**src/rtl/ring_phase_if.sv**
```systemverilog
// Bundle between the ring-phase decoder and its user: the sample stream in,
// the decoded phase and health status out.
//
// Handshake: there is no ready. in_valid=1 on a rising clock edge means ring_in
// holds a fresh sample that is exactly one ring step after the previous valid
// sample; the decoder always accepts it. in_valid=0 means "no sample": nothing
// advances. clear_err is independent of in_valid.
interface ring_phase_if #(
  parameter int REV_W = 8
) ();
  logic [3:0]       ring_in;
  logic             in_valid;
  logic             clear_err;
  logic [1:0]       phase;
  logic             phase_valid;
  logic             locked;
  logic             seq_err;
  logic             err_sticky;
  logic             wrap;
  logic [REV_W-1:0] rev_count;
  logic [1:0]       dbg_state;   // FSM state: 0=HUNT, 1=LOCKING, 2=LOCKED

  modport master (
    output ring_in, in_valid, clear_err,
    input  phase, phase_valid, locked, seq_err, err_sticky, wrap, rev_count, dbg_state
  );

  modport slave (
    input  ring_in, in_valid, clear_err,
    output phase, phase_valid, locked, seq_err, err_sticky, wrap, rev_count, dbg_state
  );
endinterface

```
**src/rtl/ring_phase_decoder.sv**
```systemverilog
// Receive-side decoder for the 4-bit active-low one-hot ring phase bus.
// Decodes each sample to a phase index, checks it follows the p -> p+1 rotation,
// locks after LOCK_COUNT correct steps, counts revolutions and flags sequence errors.
// All outputs are registered and change on the edge that samples in_valid=1.
module ring_phase_decoder #(
  parameter int LOCK_COUNT = 4,   // 1..15
  parameter int REV_W      = 8
) (
  input logic        clock,
  input logic        reset,
  ring_phase_if.slave bus
);

  typedef enum logic [1:0] {
    HUNT    = 2'd0,
    LOCKING = 2'd1,
    LOCKED  = 2'd2
  } state_t;

  localparam logic [3:0] LOCK_RUN = 4'(LOCK_COUNT);

  state_t           r_state;
  logic [1:0]       r_last;
  logic [3:0]       r_run;
  logic [1:0]       r_phase;
  logic             r_phase_valid;
  logic             r_seq_err;
  logic             r_err_sticky;
  logic             r_wrap;
  logic [REV_W-1:0] r_rev_count;

  state_t           w_state_nxt;
  logic [1:0]       w_last_nxt;
  logic [3:0]       w_run_nxt;
  logic [1:0]       w_phase_nxt;
  logic             w_phase_valid_nxt;
  logic             w_seq_err_nxt;
  logic             w_err_sticky_nxt;
  logic             w_wrap_nxt;
  logic [REV_W-1:0] w_rev_count_nxt;

  logic             w_legal;
  logic [1:0]       w_code_phase;
  logic [1:0]       w_last_inc;
  logic             w_ok;

  // Decode the ring code; anything other than the four single-zero codes is illegal.
  always_comb begin
    w_legal      = 1'b0;
    w_code_phase = 2'd0;
    case (bus.ring_in)
      4'b1110: begin w_legal = 1'b1; w_code_phase = 2'd0; end
      4'b0111: begin w_legal = 1'b1; w_code_phase = 2'd1; end
      4'b1011: begin w_legal = 1'b1; w_code_phase = 2'd2; end
      4'b1101: begin w_legal = 1'b1; w_code_phase = 2'd3; end
      default: begin w_legal = 1'b0; w_code_phase = 2'd0; end
    endcase
  end

  // A step is correct only if it lands on last+1 mod 4; a stalled code is not.
  assign w_last_inc = r_last + 2'd1;
  assign w_ok       = w_legal && (w_code_phase == w_last_inc);

  // Next-state and next-output logic, evaluated only on valid samples.
  always_comb begin
    w_state_nxt       = r_state;
    w_last_nxt        = r_last;
    w_run_nxt         = r_run;
    w_phase_nxt       = r_phase;
    w_phase_valid_nxt = r_phase_valid;
    w_seq_err_nxt     = 1'b0;
    w_wrap_nxt        = 1'b0;
    w_rev_count_nxt   = r_rev_count;

    if (bus.in_valid) begin
      case (r_state)
        HUNT: begin
          if (w_legal) begin
            w_state_nxt = LOCKING;
            w_run_nxt   = 4'd0;
          end
        end
        LOCKING: begin
          if (w_ok) begin
            if (r_run + 4'd1 == LOCK_RUN) begin
              // The locking step never reports a wrap, even when it is 3->0.
              w_state_nxt = LOCKED;
              w_run_nxt   = 4'd0;
            end else begin
              w_run_nxt   = r_run + 4'd1;
            end
          end else if (w_legal) begin
            w_run_nxt   = 4'd0;
          end else begin
            w_state_nxt = HUNT;
            w_run_nxt   = 4'd0;
          end
        end
        LOCKED: begin
          if (w_ok) begin
            if (r_last == 2'd3) begin
              w_wrap_nxt      = 1'b1;
              w_rev_count_nxt = r_rev_count + REV_W'(1);
            end
          end else if (w_legal) begin
            w_seq_err_nxt = 1'b1;
            w_state_nxt   = LOCKING;
            w_run_nxt     = 4'd0;
          end else begin
            w_seq_err_nxt = 1'b1;
            w_state_nxt   = HUNT;
            w_run_nxt     = 4'd0;
          end
        end
        default: begin
          w_state_nxt = HUNT;
          w_run_nxt   = 4'd0;
        end
      endcase

      if (w_legal) begin
        w_last_nxt        = w_code_phase;
        w_phase_nxt       = w_code_phase;
        w_phase_valid_nxt = 1'b1;
      end else begin
        w_phase_valid_nxt = 1'b0;
      end
    end

    // A new error outranks a clear arriving in the same cycle.
    if (w_seq_err_nxt) begin
      w_err_sticky_nxt = 1'b1;
    end else if (bus.clear_err) begin
      w_err_sticky_nxt = 1'b0;
    end else begin
      w_err_sticky_nxt = r_err_sticky;
    end
  end

  // State and output registers with asynchronous active-high reset.
  always_ff @(posedge clock or posedge reset) begin
    if (reset) begin
      r_state       <= HUNT;
      r_last        <= 2'd0;
      r_run         <= 4'd0;
      r_phase       <= 2'd0;
      r_phase_valid <= 1'b0;
      r_seq_err     <= 1'b0;
      r_err_sticky  <= 1'b0;
      r_wrap        <= 1'b0;
      r_rev_count   <= '0;
    end else begin
      r_state       <= w_state_nxt;
      r_last        <= w_last_nxt;
      r_run         <= w_run_nxt;
      r_phase       <= w_phase_nxt;
      r_phase_valid <= w_phase_valid_nxt;
      r_seq_err     <= w_seq_err_nxt;
      r_err_sticky  <= w_err_sticky_nxt;
      r_wrap        <= w_wrap_nxt;
      r_rev_count   <= w_rev_count_nxt;
    end
  end

  assign bus.phase       = r_phase;
  assign bus.phase_valid = r_phase_valid;
  assign bus.locked      = (r_state == LOCKED);
  assign bus.seq_err     = r_seq_err;
  assign bus.err_sticky  = r_err_sticky;
  assign bus.wrap        = r_wrap;
  assign bus.rev_count   = r_rev_count;
  assign bus.dbg_state   = r_state;

endmodule

```
**src/flat_wrapper.sv**
```systemverilog
// flat-port wrapper written by rule: the top's interface ports become plain ports
module ring_phase_decoder_flat 
#(
  parameter int LOCK_COUNT = 4,           
  parameter int REV_W      = 8
)
  (clock, reset, bus_ring_in, bus_in_valid, bus_clear_err, bus_phase, bus_phase_valid, bus_locked, bus_seq_err, bus_err_sticky, bus_wrap, bus_rev_count, bus_dbg_state);
  ring_phase_if #(.REV_W(REV_W)) bus_i ();
  input logic clock;
  input logic reset;
  input wire logic [$bits(bus_i.ring_in)-1:0] bus_ring_in;
  input wire logic [$bits(bus_i.in_valid)-1:0] bus_in_valid;
  input wire logic [$bits(bus_i.clear_err)-1:0] bus_clear_err;
  output wire logic [$bits(bus_i.phase)-1:0] bus_phase;
  output wire logic [$bits(bus_i.phase_valid)-1:0] bus_phase_valid;
  output wire logic [$bits(bus_i.locked)-1:0] bus_locked;
  output wire logic [$bits(bus_i.seq_err)-1:0] bus_seq_err;
  output wire logic [$bits(bus_i.err_sticky)-1:0] bus_err_sticky;
  output wire logic [$bits(bus_i.wrap)-1:0] bus_wrap;
  output wire logic [$bits(bus_i.rev_count)-1:0] bus_rev_count;
  output wire logic [$bits(bus_i.dbg_state)-1:0] bus_dbg_state;
  assign bus_i.ring_in = bus_ring_in;
  assign bus_i.in_valid = bus_in_valid;
  assign bus_i.clear_err = bus_clear_err;
  assign bus_phase = bus_i.phase;
  assign bus_phase_valid = bus_i.phase_valid;
  assign bus_locked = bus_i.locked;
  assign bus_seq_err = bus_i.seq_err;
  assign bus_err_sticky = bus_i.err_sticky;
  assign bus_wrap = bus_i.wrap;
  assign bus_rev_count = bus_i.rev_count;
  assign bus_dbg_state = bus_i.dbg_state;
  ring_phase_decoder #(.LOCK_COUNT(LOCK_COUNT), .REV_W(REV_W)) u_core (.clock(clock), .reset(reset), .bus(bus_i));
endmodule
```
**config.mk**
```make
export PLATFORM = sky130hd
export DESIGN_NAME = ring_phase_decoder_flat
export DESIGN_NICKNAME = d
export VERILOG_FILES = /design/src/rtl/ring_phase_if.sv /design/src/rtl/ring_phase_decoder.sv /design/src/flat_wrapper.sv
export SDC_FILE = /design/constraint.sdc
export NUM_CORES = 1
export LEC_CHECK = 0
export CAP_MARGIN = 20
export CORE_MARGIN = 1.5
export CORE_UTILIZATION = 50
export CTS_CLUSTER_DIAMETER = 40
export DETAILED_ROUTE_END_ITERATION = 10
export GPL_TIMING_DRIVEN = 0
export PLACE_DENSITY_LB_ADDON = 0.12
export SYNTH_ARGS = -nofsm -noshare
export SYNTH_HDL_FRONTEND = slang
export SYNTH_SLANG_ARGS = --single-unit
```
**constraint.sdc**
```tcl
create_clock -name clock -period 2.9 [get_ports clock]
set_input_delay 0.58 -clock clock [delete_from_list [all_inputs] [get_ports clock]]
set_output_delay 0.58 -clock clock [all_outputs]
set_load 0.01 [all_outputs]
```
==> flow_metrics.py, run 1 <==
metrics = {
    "routing": {
        "ant_nets": 0,
        "drt_wl_total_mm": 2.335,
        "remaining_drc_errors": 0,
        "drt-wirelength-per-cell_um": 13.34,
        "vias": 982,
        "drt_iter0_markers": 34,
        "dr.pass1.iters": 4,
        "via_per_inst": 5.611,
    },
    "synth": {
        "synth_ff_type": "dfrtp_1",
        "ys_seq_area_frac": 0.4246,
        "yosys.area.top_type": "dfrtp_1",
        "synth-edff-count": 0,
        "synth.most_common_cell": "dfrtp_1",
        "ys_types": 42,
        "syn_avg_cell_area_um2": 9.822,
        "syn-num-nets": 131,
        "async_flop_share": 1.000,
        "yosysWarningCount": 0,
        "ys_top_cells_by_area": "dfrtp_1 (42%), xnor2_1 (5.2%), o21ai_0 (3.4%)",
        "yosysTopAreaCellShare": 0.4246,
        "synth_seq_cells": 20,
        "ys_top_cells_by_count": "dfrtp_1 (20), nand2_1 (8), o21ai_0 (8)",
        "synth_area_um2": 1179,
        "synthCells": 120,
    },
    "setup_path": {
        "cp_slowest_cell": "dfrtp_1",
        "cp-end-kind": "flop",
        "crit_required_ns": 3.09,
        "max_stage_delay_ns": 0.49,
        "start_kind": "flop",
        "path_class": "flop to flop",
        "cp.arrival_ns": 2.68,
        "cp_max_fo": 9,
        "crit_chain": "ha_1 > and4bb_2 > a22o_1 > nor2_1 > o21ai_0 > a31oi_1 > o22ai_1",
    },
    "timing": {
        "fin_skew_ns": 0.002251,
        "fin_setup_tns_ns": 0,
        "setup_viol": 0,
        "period_share": 0.8608,
        "worstMarginPinSlew_ns": 0.7511,
        "finalHoldViolations": 0,
        "post-route-min-period_ns": 2.496,
        "rsz0062_at_grt": "no",
        "max_slew_margin": 0.4987,
        "max_freq_mhz": 400.6,
        "slew_viol_final": 0,
    },
    "grt": {
        "grt_pass1_vias": 896,
        "antenna_found_initial": 0,
        "grt.overflow.total": 0,
        "grt_pass1_wl_mm": 3.953,
        "grt_max_degree": 21,
        "track_usage": 0.1968,
    },
    "final_layout": {
        "insertedDiodeCount": 0,
        "fillCellCount": 185,
        "drive_gt1_frac": 0.1088,
        "fin_nets": 159,
        "seqCellArea_um2": 500.5,
        "syn_to_final_growth_pct": 26.96,
        "fin_area_um2": 1496,
        "multi_input_area_um2": 611.8,
    },
    "cts": {
        "cts_tree": "done",
        "ctsLongestPathBuffers": 2,
        "cts.htree.levels": 1,
        "insertion_delay_ns": 0.29,
        "numCtsBuffers": 3,
        "numClockSinks": 20,
        "clk_pin_slew_ns": 0.12,
        "ctsRootBufferMaster": "clkbuf_4",
        "hold_buffers": 0,
        "cts_resized": 0,
        "post_cts_buffers": 0,
    },
    "worst_hold_path": {
        "hp-class": "flop to flop",
    },
    "placed_design": {
        "io_buffer_count": 23,
        "post-dp-hpwl_mm": 1.696,
        "place_congestion": 0.8075,
        "placed_cell_area_um2": 1444,
    },
    "die": {
        "row_count": 17,
        "dieArea_um2": 2657,
        "io_pins": 25,
        "initial_core_util": 0.5328,
        "fp.dieW_um": 51.55,
        "core_area_um2": 2212,
        "die_h_um": 51.55,
    },
    "power_and_ir_drop": {
        "p_leak_uw": 0.0006614,
        "powerDensity_nw_per_um2": 417.6,
        "max-vdd-ir-drop_v": 0.0002447,
    },
    "job": {
        "cap_viol_max_count": 0,
    },
    "run_status": {
        "outcome": "finished clean",
    },
}
[per-layer routing]
layer / vias up / share of wire / global-route usage
met5: - / 0 / 0
met4: 0 / 0.0051 / 0.03947
met3: 2 / 0.040 / 0.03448
met2: 24 / 0.49 / 0.3312
met1: 463 / 0.47 / 0.2679
li1: 493 / - / -
[registers in the layout, indices dropped and copies added (netlist names)]
signal	cells
u_core.bus.wrap	1
u_core.bus.seq_err	1
u_core.r_run	4
u_core.bus.phase_valid	1
u_core.bus.err_sticky	1
u_core.bus.rev_count	8
u_core.r_last	2
u_core.bus.dbg_state	2
[kinds of logic (layout without fill, tap and decap cells)]
group,after synthesis,after routing,share of synthesized area
mux,2,2,0.01911
buf+inv,15,42,0.05627
flops,20,20,0.4246
simple gates,39,39,0.2113
compound gates,31,31,0.1826
xor+xnor,10,10,0.07432
fa+ha+maj,3,3,0.03185
[final timing paths]
path	to	cells after the start	start	slack (ns)
min in group asynchronous	u_core.r_last[0]	2	reset	0.71
max in group asynchronous	u_core.bus.rev_count[6]	2	reset	1.72
min	u_core.bus.rev_count[7]	1	u_core.bus.rev_count[7]	0.48
min reg2reg	u_core.bus.rev_count[7]	1	u_core.bus.rev_count[7]	0.48
max reg2reg	u_core.r_run[3]	7	u_core.r_last[0]	0.40
max	u_core.r_run[3]	7	u_core.r_last[0]	0.40
[critical path, delay by kind of cell, from the launching register on]
family	cells	cell delay [ns]
flip-flops	1	0.49
adder cells (fa/ha/maj)	1	0.40
AO/OA/AOI/OAI	4	0.82
AND/OR/NAND/NOR	2	0.66
[stage by stage]
| stage | instances | utilization | power (µW) | hold WS [ns] | worst slack (ns) |
|---|---|---|---|---|---|
| after floorplan | 120 | - | 366.3 | 0.4759 | 0.5721 |
| after detailed placement | 171 | 0.6527 | 403.5 | 0.4678 | 0.1219 |
| after global routing | 175 | 0.6765 | 653.7 | 0.4974 | 0.2261 |
| after global placement | 171 | 0.6527 | 401.1 | 0.4577 | 0.1899 |
| after CTS | 175 | 0.6765 | 631.4 | 0.4847 | 0.4421 |
| final | 175 | 0.6765 | 624.8 | 0.4847 | 0.4035 |
[placed cells by master, fill, tap and decap left out, types with 3 or more instances in the layout]
cell / netlist / final
clkdlybuf4s50_1: 0 / 23
dfrtp_1: 20 / 20
nand2_1: 8 / 8
o21ai_0: 8 / 8
inv_1: 7 / 7
xnor2_1: 7 / 7
clkbuf_1: 5 / 5
nor2_1: 5 / 5
nand3_1: 4 / 4
nand4b_1: 3 / 3
o211ai_1: 3 / 3
xor2_1: 3 / 3
a21oi_1: 3 / 3
o31ai_1: 3 / 3
ha_1: 3 / 3
clkbuf_4: 0 / 3
[report_power, final]
group / internal (µW) / total (µW) / switching (µW)
combinational: 48.8 / 104 / 55.2
clock: 140 / 227 / 87.1
sequential: 286 / 294 / 8.03
total: 475 / 625 / 150
[layout make-up]
| class | count | area share |
|---|---|---|
| tap | 28 | 0.02341 |
| buffer | 8 | 0.02676 |
| timing repair buffer | 23 | 0.1538 |
| inverter | 7 | 0.01756 |
| sequential | 20 | 0.3344 |
| clock buffer | 3 | 0.01505 |
| clock inverter | 1 | 0.02007 |
| multi-input combinational | 85 | 0.4089 |
Power figures use the tool's default switching activity.
==> run 2, diff against run 1 <==
--- a/config.mk
+++ b/config.mk
@@ -12,6 +12,7 @@
 export DETAILED_ROUTE_END_ITERATION = 10
 export GPL_TIMING_DRIVEN = 0
 export PLACE_DENSITY_LB_ADDON = 0.12
+export RECOVER_POWER = 100
 export SYNTH_ARGS = -nofsm -noshare
 export SYNTH_HDL_FRONTEND = slang
 export SYNTH_SLANG_ARGS = --single-unit
==> flow_metrics.py, run 2 (same netlist as run 1, synthesis figures left out) <==
metrics = {
    "cts": {
        "cts_resized": 0,
        "numClockSinks": 20,
        "clk_pin_slew_ns": 0.12,
        "cts_tree": "done",
        "ctsLongestPathBuffers": 2,
        "numCtsBuffers": 3,
        "cts.htree.levels": 1,
        "ctsRootBufferMaster": "clkbuf_4",
        "post_cts_buffers": 0,
        "insertion_delay_ns": 0.30,
        "hold_buffers": 0,
    },
    "final_layout": {
        "syn_to_final_growth_pct": 25.48,
        "final_common_cell": "dfrtp_1",
        "fin_nets": 159,
        "multi_input_area_um2": 595.6,
        "insertedDiodeCount": 0,
        "fin_area_um2": 1479,
        "drive_gt1_frac": 0.07483,
        "largest_reg_flops": 8,
        "final_cell_mix": "dfrtp_1 (20), dlygate4sd3_1 (19), nand2_1 (8), o21ai_0 (8)",
        "fillCellCount": 187,
        "seqCellArea_um2": 500.5,
    },
    "setup_path": {
        "cp-end-kind": "flop",
        "cp_max_fo": 10,
        "start_kind": "input port",
        "crit_required_ns": 3.09,
        "path_class": "input port to flop",
        "cp.arrival_ns": 2.74,
    },
    "die": {
        "die_h_um": 51.55,
        "row_count": 17,
        "dieArea_um2": 2657,
        "core_area_um2": 2212,
        "fp.dieW_um": 51.55,
        "initial_core_util": 0.5328,
        "io_pins": 25,
    },
    "placed_design": {
        "post-dp-hpwl_mm": 1.696,
        "place_congestion": 0.8075,
        "placed_cell_area_um2": 1444,
        "io_buffer_count": 23,
    },
    "routing": {
        "drt-wirelength-per-cell_um": 13.28,
        "remaining_drc_errors": 0,
        "dr.pass1.iters": 4,
        "drt_wl_total_mm": 2.324,
        "ant_nets": 0,
        "drt_iter0_markers": 33,
        "vias": 973,
        "via_per_inst": 5.560,
    },
    "timing": {
        "max_slew_margin": 0.5015,
        "finalHoldViolations": 0,
        "post-route-min-period_ns": 2.554,
        "setup_viol": 0,
        "worstMarginPinSlew_ns": 0.7469,
        "period_share": 0.8807,
        "max_freq_mhz": 391.5,
        "rsz0062_at_grt": "no",
        "fin_skew_ns": 0.002530,
        "fin_setup_tns_ns": 0,
        "slew_viol_final": 0,
    },
    "grt": {
        "grt_pass1_wl_mm": 3.953,
        "antenna_found_initial": 0,
        "grt.overflow.total": 0,
        "grt_max_degree": 21,
        "grt_pass1_vias": 896,
        "track_usage": 0.1968,
    },
    "job": {
        "cap_viol_max_count": 0,
    },
    "run_status": {
        "outcome": "finished clean",
    },
    "power_and_ir_drop": {
        "powerDensity_nw_per_um2": 420.1,
        "p_leak_uw": 0.0007093,
        "max-vdd-ir-drop_v": 0.0002438,
    },
    "worst_hold_path": {
        "hp-class": "flop to flop",
    },
}
-- run 2: final cells by class --
cell class / instances / area share
multi-input combinational: 85 / 0.4027
sequential: 20 / 0.3384
timing repair buffer: 23 / 0.1557
buffer: 8 / 0.02623
tap: 28 / 0.02369
clock inverter: 1 / 0.02030
inverter: 7 / 0.01777
clock buffer: 3 / 0.01523
-- run 2: power breakdown --
group | leakage (µW) | total, µW | switching, µW | internal (µW)
Sequential | 0.000276 | 294 | 7.72 | 286
Clock | 0.0000279 | 227 | 87.5 | 140
Combinational | 0.000405 | 100 | 54.8 | 45.4
-- run 2: path summary, 6_finish.rpt --
path / start / slack [ns] / to / cells past startpoint
min in group asynchronous: reset / 0.85 / u_core.r_last[0] / 2
worst min-delay path: u_core.bus.rev_count[7] / 0.48 / u_core.bus.rev_count[7] / 1
worst min register to register: u_core.bus.rev_count[7] / 0.48 / u_core.bus.rev_count[7] / 1
max in group asynchronous: reset / 1.59 / u_core.bus.rev_count[6] / 2
worst max-delay path: bus_ring_in[2] / 0.35 / u_core.r_run[3] / 8
worst max register to register: u_core.r_last[0] / 0.35 / u_core.bus.rev_count[7] / 8
-- run 2: per-layer routing --
layer | track usage | part of all wire | up-vias
li1 | - | - | 492
met1 | 0.2679 | 0.47 | 456
met2 | 0.3312 | 0.49 | 23
met3 | 0.03448 | 0.040 | 2
met4 | 0.03947 | 0.0052 | 0
met5 | 0 | 0 | -
-- run 2: worst max-delay path: stages --
cell,delay (ns)
dlygate4sd3_1,0.57
clkbuf_1,0.34
nand4b_1,0.19
a21oi_1,0.10
nor2_1,0.38
o21ai_0,0.27
a31oi_1,0.20
o22ai_1,0.10
-- run 2: through the flow --
| step | power, µW | util | setup slack, ns | std cells | hold slack, ns |
|---|---|---|---|---|---|
| after floorplan | 366.3 | - | 0.5721 | 120 | 0.4759 |
| after global placement | 401.1 | 0.6527 | 0.1899 | 171 | 0.4577 |
| after detailed placement | 403.5 | 0.6527 | 0.1219 | 171 | 0.4678 |
| after CTS | 631.4 | 0.6765 | 0.4421 | 175 | 0.4847 |
| after global routing | 649.8 | 0.6686 | 0.1354 | 175 | 0.4941 |
| final | 621.3 | 0.6686 | 0.3459 | 175 | 0.4797 |
==> run 3, diff against run 2 <==
--- a/config.mk
+++ b/config.mk
@@ -7,7 +7,8 @@
 export LEC_CHECK = 0
 export CAP_MARGIN = 20
 export CORE_MARGIN = 1.5
-export CORE_UTILIZATION = 50
+export CORE_UTILIZATION = 52
+export CTS_BUF_LIST = sky130_fd_sc_hd__clkbuf_4 sky130_fd_sc_hd__clkbuf_8
 export CTS_CLUSTER_DIAMETER = 40
 export DETAILED_ROUTE_END_ITERATION = 10
 export GPL_TIMING_DRIVEN = 0
==> flow_metrics.py, run 3 (same netlist as run 1, synthesis figures left out) <==
metrics = {
    "setup_path": {
        "cp-startpoint": "u_core.r_last[0]",
        "crit_chain": "ha_1 > or4b_1 > a21oi_1 > o2111a_1 > buf_6 > and4_1 > nand3_1 > xnor2_1",
        "start_kind": "flop",
        "crit_required_ns": 3.11,
        "r2r_start": "u_core.r_last[0]",
        "path_class": "flop to flop",
        "max_stage_delay_ns": 0.51,
        "cp-end-kind": "flop",
        "reg2regPathDepth": 8,
        "cp_max_fo": 9,
        "cp.arrival_ns": 2.84,
        "cp_slowest_cell": "or4b_1",
    },
    "cts": {
        "cts.htree.levels": 1,
        "ctsRootBufferMaster": "clkbuf_4",
        "numCtsBuffers": 3,
        "numClockSinks": 20,
        "insertion_delay_ns": 0.31,
        "clk_pin_slew_ns": 0.12,
        "post_cts_buffers": 0,
        "cts_tree": "done",
        "hold_buffers": 0,
        "cts_resized": 0,
        "ctsLongestPathBuffers": 2,
    },
    "routing": {
        "ant_nets": 0,
        "dr.pass1.iters": 4,
        "remaining_drc_errors": 0,
        "via_per_inst": 5.720,
        "drt_wl_total_mm": 2.349,
        "drt-wirelength-per-cell_um": 13.42,
        "vias": 1001,
        "drt_iter0_markers": 18,
    },
    "placed_design": {
        "dp.cells": 171,
        "io_buffer_count": 23,
        "post-dp-hpwl_mm": 1.727,
        "place_congestion": 0.7818,
        "place_ws_ns": 0.1486,
    },
    "die": {
        "fp.dieW_um": 50.61,
        "core_area_um2": 2170,
        "die_h_um": 50.61,
        "row_count": 17,
        "io_pins": 25,
        "initial_core_util": 0.5433,
        "dieArea_um2": 2561,
    },
    "final_layout": {
        "fin_cells": 175,
        "final_common_cell": "dfrtp_1",
        "drive_gt1_frac": 0.07483,
        "fin_nets": 159,
        "final_cell_mix": "dfrtp_1 (20), dlygate4sd3_1 (19), nand2_1 (8), o21ai_0 (8)",
        "syn_to_final_growth_pct": 25.58,
        "largest_reg_flops": 8,
        "insertedDiodeCount": 0,
    },
    "power_and_ir_drop": {
        "pwr-share-seq": 0.471,
        "powerDensity_nw_per_um2": 421.2,
        "p_leak_uw": 0.0007079,
        "p_int_uw": 470.5,
        "max-vdd-ir-drop_v": 0.0002804,
        "clock_power_share": 0.369,
        "power_uw": 623.5,
        "combinationalPowerShare": 0.159,
        "p_switching_uw": 152.9,
        "p_sw_frac": 0.2453,
    },
    "timing": {
        "fin_skew_ns": 0.005494,
        "rsz0062_at_grt": "no",
        "fin_ws_ns": 0.2745,
        "max_slew_margin": 0.5009,
        "worstMarginPinSlew_ns": 0.7478,
        "setup_viol": 0,
        "finalHoldViolations": 0,
        "post-route-min-period_ns": 2.626,
        "period_share": 0.9054,
        "max_freq_mhz": 380.9,
        "fin_setup_tns_ns": 0,
        "slew_viol_final": 0,
        "whs_ns": 0.4746,
    },
    "grt": {
        "antenna_found_initial": 0,
        "track_usage": 0.2117,
        "grt_pass1_vias": 903,
        "grt.overflow.total": 0,
        "grt_max_degree": 21,
        "grt_pass1_wl_mm": 4.015,
    },
    "job": {
        "cap_viol_max_count": 0,
    },
    "run_status": {
        "outcome": "finished clean",
    },
    "worst_hold_path": {
        "hp-start": "u_core.bus.rev_count[7]",
        "whs_path_depth": 1,
        "hp-class": "flop to flop",
    },
}
## run 3: cell counts in the layout (fill, tap and decap cells not counted)
No cell type changed its count.
## run 3: cell type report
type / instances / area (µm²)
plain buffers: 8 / 38.79
multi-input cells: 85 / 596.8
well taps: 28 / 35.03
repair buffers: 23 / 230.2
inverters: 7 / 26.28
clock inverters: 1 / 30.03
flip-flops and latches: 20 / 500.5
fillers: 198 / 689.4
clock buffers: 3 / 22.52
## run 3: worst paths after layout
check                                           to  slack, ns
max                        u_core.bus.rev_count[5]       0.27
min                        u_core.bus.rev_count[7]       0.47
max reg2reg                u_core.bus.rev_count[5]       0.27
min reg2reg                u_core.bus.rev_count[7]       0.47
max in group asynchronous  u_core.bus.dbg_state[0]       1.61
min in group asynchronous  u_core.bus.rev_count[7]       0.82
## run 3: power by group through the flow
stage	logic, µW	registers, µW	clock network (µW)
floorplan	64.9	301	0
global placement	101	299	0
detailed placement	104	300	0
CTS	104	294	234
global route	110	296	248
finish	99.4	294	230
## run 3: critical path: cells and delay by family (launching register included)
kind                     cells  cell delay, ns
XOR/XNOR                     1            0.14
AO/OA/AOI/OAI                2            0.43
AND/OR/NAND/NOR              3            0.95
adder cells (fa/ha/maj)      1            0.39
buffers and inverters        1            0.13
flip-flops                   1            0.48
## run 3: per-stage QoR
step / util / area (µm²)
2_1_floorplan: - / 1179
3_3_place_gp: 0.6655 / 1444
3_5_place_dp: 0.6655 / 1444
4_1_cts: 0.6897 / 1496
5_1_grt: 0.6822 / 1480
6_report: 0.6822 / 1480
## run 3: layer usage
| metal | share of wire | up-vias | track usage |
|---|---|---|---|
| met3 | 0.033 | 4 | 0.05655 |
| met2 | 0.48 | 19 | 0.3531 |
| met1 | 0.48 | 488 | 0.2548 |
| met4 | 0.012 | 0 | 0.09459 |
| li1 | - | 490 | - |
| met5 | 0 | - | 0 |
